## config.mk

```make
export PLATFORM = sky130hd
export DESIGN_NAME = encoder42
export DESIGN_NICKNAME = d
export VERILOG_FILES = /design/src/rtl/encoder42.sv
export SDC_FILE = /design/constraint.sdc
export NUM_CORES = 1
export LEC_CHECK = 0
export ABC_AREA = 1
export CAP_MARGIN = 15
export CORE_AREA = 2 2 39 41
export CTS_CLUSTER_DIAMETER = 120
export CTS_CLUSTER_SIZE = 16
export DETAILED_ROUTE_END_ITERATION = 8
export DIE_AREA = 0 0 41 43
export DONT_BUFFER_PORTS = 1
export PLACE_DENSITY = 0.3
export SYNTH_ARGS = -nofsm -noshare
export SYNTH_HDL_FRONTEND = slang
export SYNTH_SLANG_ARGS = --single-unit
```

## constraint.sdc

```tcl
create_clock -name clk -period 0.8 [get_ports clk]
set_input_delay 0.04 -clock clk [delete_from_list [all_inputs] [get_ports clk]]
set_output_delay 0.04 -clock clk [all_outputs]
set_load 0.05 [all_outputs]
```

## src/rtl/encoder42.sv

```systemverilog
// encoder42: registered 4-to-2 priority encoder.
// Primarily for one-hot requests. Overlapping requests resolve to the highest
// index and raise multi. valid separates "line 0 requested" from "no request".
module encoder42 (
  input  logic clk,
  input  logic rst,
  input  logic i0,
  input  logic i1,
  input  logic i2,
  input  logic i3,
  output logic y1,
  output logic y0,
  output logic valid,
  output logic multi
);

  logic [3:0] req;
  logic [1:0] idx_d, idx_q;
  logic       valid_d, valid_q;
  logic       multi_d, multi_q;

  assign req = {i3, i2, i1, i0};

  // Next-state: priority index, any-request flag and overlap detection.
  always_comb begin
    idx_d   = 2'b00;
    valid_d = |req;
    // Two or more bits set means the vector with its lowest set bit cleared
    // is still non-zero.
    multi_d = |(req & (req - 4'd1));
    if (req[3])      idx_d = 2'b11;
    else if (req[2]) idx_d = 2'b10;
    else if (req[1]) idx_d = 2'b01;
    else             idx_d = 2'b00;
  end

  // Output registers; reset discards whatever inputs are sampled on that edge.
  always_ff @(posedge clk) begin
    if (rst) begin
      idx_q   <= 2'b00;
      valid_q <= 1'b0;
      multi_q <= 1'b0;
    end else begin
      idx_q   <= idx_d;
      valid_q <= valid_d;
      multi_q <= multi_d;
    end
  end

  assign y1    = idx_q[1];
  assign y0    = idx_q[0];
  assign valid = valid_q;
  assign multi = multi_q;

endmodule

```

# [Word level (Yosys, flattened, before mapping)]
# Index checks and enable logic that the tools add are counted.
[word_totals] output_inout_bits=4 regBits=4 input_bits=6
[classes] bitwise=1 n_addsub=1 mux=3 n_reduce_logical=2
[op_table] operator="4-bit OR reduction" count=2
[op_table] operator="4-bit AND" count=1
[op_table] operator="2-bit two-way mux" count=2
[op_table] operator="4-bit by 1-bit subtractor with 4-bit output, second input constant" count=1
[op_table] operator="1-bit two-way mux" count=1

# [Logic depth before layout (Yosys ltp)]
[logic_depth] ltp_word=3 ltp_mapped=4 depth_no_buf=4

# [Worst setup path after synthesis]
# Ideal clock, no wire load.
[synth_path] path_kind="register to output" from="reg multi_q (netlist: multi)" to="out multi" t_arrival_ns=0.587 t_required_ns=0.760 path_buffers=0 slack_ns=0.173 path_stages_with_launch=1 cell_sequence="dfxtp_1"
[synth_rtl] item="from (decl)" line="20" rtl="logic multi_d, multi_q;"
[synth_rtl] item="from (signal assigned)" line="46" rtl="multi_q <= multi_d;"
[synth_rtl] item="to (decl)" line="14" rtl="output logic multi"
# No word-level cell between the ends.

# [Worst setup path in the final report]
[layout_path] from="reg multi_q (netlist: multi)" to="out multi"
# No word-level cell between the ends.

==> qor.yml <==
finalCritPeriodShare: 0.946
dp_cells: 37
max_cap_viol_count: 0
diodes: 0
cpLargestDelayFamily: "flip-flops"
cts.sinks: 4
cts-root-buf: "clkbuf_4"
area_delta_synth_final_pct: 114
crit_buf_inv: 1
arrival_ps: 720
yosys_warnings: 0
synth_top_area_frac: 0.598
intPower_uw: 436
critPathKind: "reg2out"
ys_types: 6
nNetsFinal: 39
cts_tree: "built"
grt_use_met2: 0.0531
fin_total_pwr_uw: 588
cp.required_ps: 760
via_per_inst: 3.53
ys.flop_type: "dfxtp_1"
wl_per_cell_um: 7.38
synth_area_leaders: "dfxtp_1 (60%), nor2_1 (17%), nand2_1 (8.4%), a21oi_1 (7.5%), nor2_2 (4.7%)"
critPathSlowestCell: "dfxtp_1"
status: "finished clean"
p_seq_frac: 0.370
critPathCaptureType: "output pin"
whs_ps: 63.5
cp_max_fo: 1
power.switching_uw: 152
pin_count: 10
grt_max_degree: 5
slew_viol_final: 0
synth_commonest_cells: "nor2_1 (6), dfxtp_1 (4), nand2_1 (3)"
ys_seq_elements: 4
drive_gt1_frac: 0.323
fin_ws_ps: 43.5
drt_iter0_drc: 6
power_density_mw_per_mm2: 2050
p_leak_uw: 0.000164
h-tree-depth: 1
grt_pass1_wl_um: 483
cts_inserted_buffers: 3
die_area_mm2: 0.00176
tightest_slew_ps: 150
setup_viol: 0
die_w_um: 41
hold_violations: 0
syn_area_per_cell_um2: 7.88
met1_usage: 0.0449
grt-ovfl-total: 0
netSwitchingFraction: 0.259
wl_um: 347
clock_power_share: 0.411
clockBufferDepth: 2
slew_headroom: 0.900
timing.fmax_ghz: 1.32
period_minus_slack_ps: 757
synth_top_area_cell: "dfxtp_1"
tns_ps: 0
syn-num-nets: 23
antenna_found_initial: 0
path_clk_slew_ps: 40
peakVddDrop_mv: 0.333
die_y_um: 43
ant_nets: 0
io_buffers: 0
start_kind: "flop"
coreArea_mm2: 0.00138
async_flop_share: 0
place_ws_ps: 284
synth_area_um2: 134
grt_pass1_vias: 139
rows: 14
critical-path-max-stage-delay_ps: 300
rsz0062_at_grt: "false"
drcViolationCount: 0
first_pass_iters: 4
path_cells: "buf_4"
grt_use_met3: 0.0157
vias: 166
fill_cells: 160
start_util: 0.0967
gr-max-usage-layer: "met4"
hold_class: "in2reg"
comb_power_share: 0.219
yosys.cell_count.top_type: "nor2_1"
place.gp.congestion: 0.475
synth-edff-count: 0
fin_cells: 47
syn_inst: 17
yosysSeqAreaShare: 0.598
grtUsageTotal: 0.0491
## power by group through the flow
stage	Sequential (µW)	Clock, µW	Combinational, µW
6_report	218	242	129
5_1_grt	218	265	138
4_1_cts	218	259	120
3_5_place_dp	221	0	93.8
3_3_place_gp	221	0	92.8
2_1_floorplan	271	0	18.7
## through the flow
stage / area [µm²] / util
detailed placement: 184 / 0.133
global placement: 184 / 0.133
CTS: 267 / 0.193
global route: 287 / 0.207
floorplan: 134 / -
finish: 287 / 0.207
## per-layer routing
metal	vias to the layer above	share of wire
met5	-	0
met4	0	0.043
met3	2	0.21
met2	16	0.36
met1	67	0.38
li1	81	-
## cell usage in the layout, fill, tap and decap left out
cell type | synthesis | layout
clkbuf_4 | 0 | 3
dlygate4sd3_1 | 0 | 2
nor2_1 | 6 | 5
nor2_2 | 1 | 2
nand2_1 | 3 | 3
a21oi_1 | 2 | 2
dlymetal6s4s_1 | 0 | 4
dfxtp_1 | 4 | 4
buf_4 | 0 | 5
inv_1 | 1 | 1
## layout make-up
type | instances | area, µm² | share of cell area
Tap cell | 16 | 20.0 | 0.0699
Multi-Input combinational cell | 12 | 52.6 | 0.183
Sequential cell | 4 | 80.1 | 0.279
Inverter | 1 | 3.75 | 0.0131
Clock buffer | 3 | 22.5 | 0.0786
Timing Repair Buffer | 11 | 108 | 0.376
## cells by family (layout without fill, tap and decap cells)
logic type,count (synthesis),after routing,synth area share
flip-flops,4,4,0.598
buffers and inverters,1,15,0.0280
AND/OR/NAND/NOR,10,10,0.299
AO/OA/AOI/OAI,2,2,0.0748
## sequential cells by signal, indices dropped and copies added, names as in the netlist
name / cells
multi: 1
valid: 1
idx_q: 2
## repair_timing
item | 4_1_cts | 5_1_grt
resized for setup | 0 | 5
hold buffers | 6 | 0
endpoints found under the hold margin | 4 | 0
setup buffers | 0 | 1
endpoints found under the setup margin | 0 | 1
## path summary, 6_finish.rpt
path              slack [ps]    end   from  cells past startpoint
setup / recovery          40  multi  multi                      1
hold / removal            60  multi     i1                      4
Note: power is estimated with default switching activity, not from simulation.
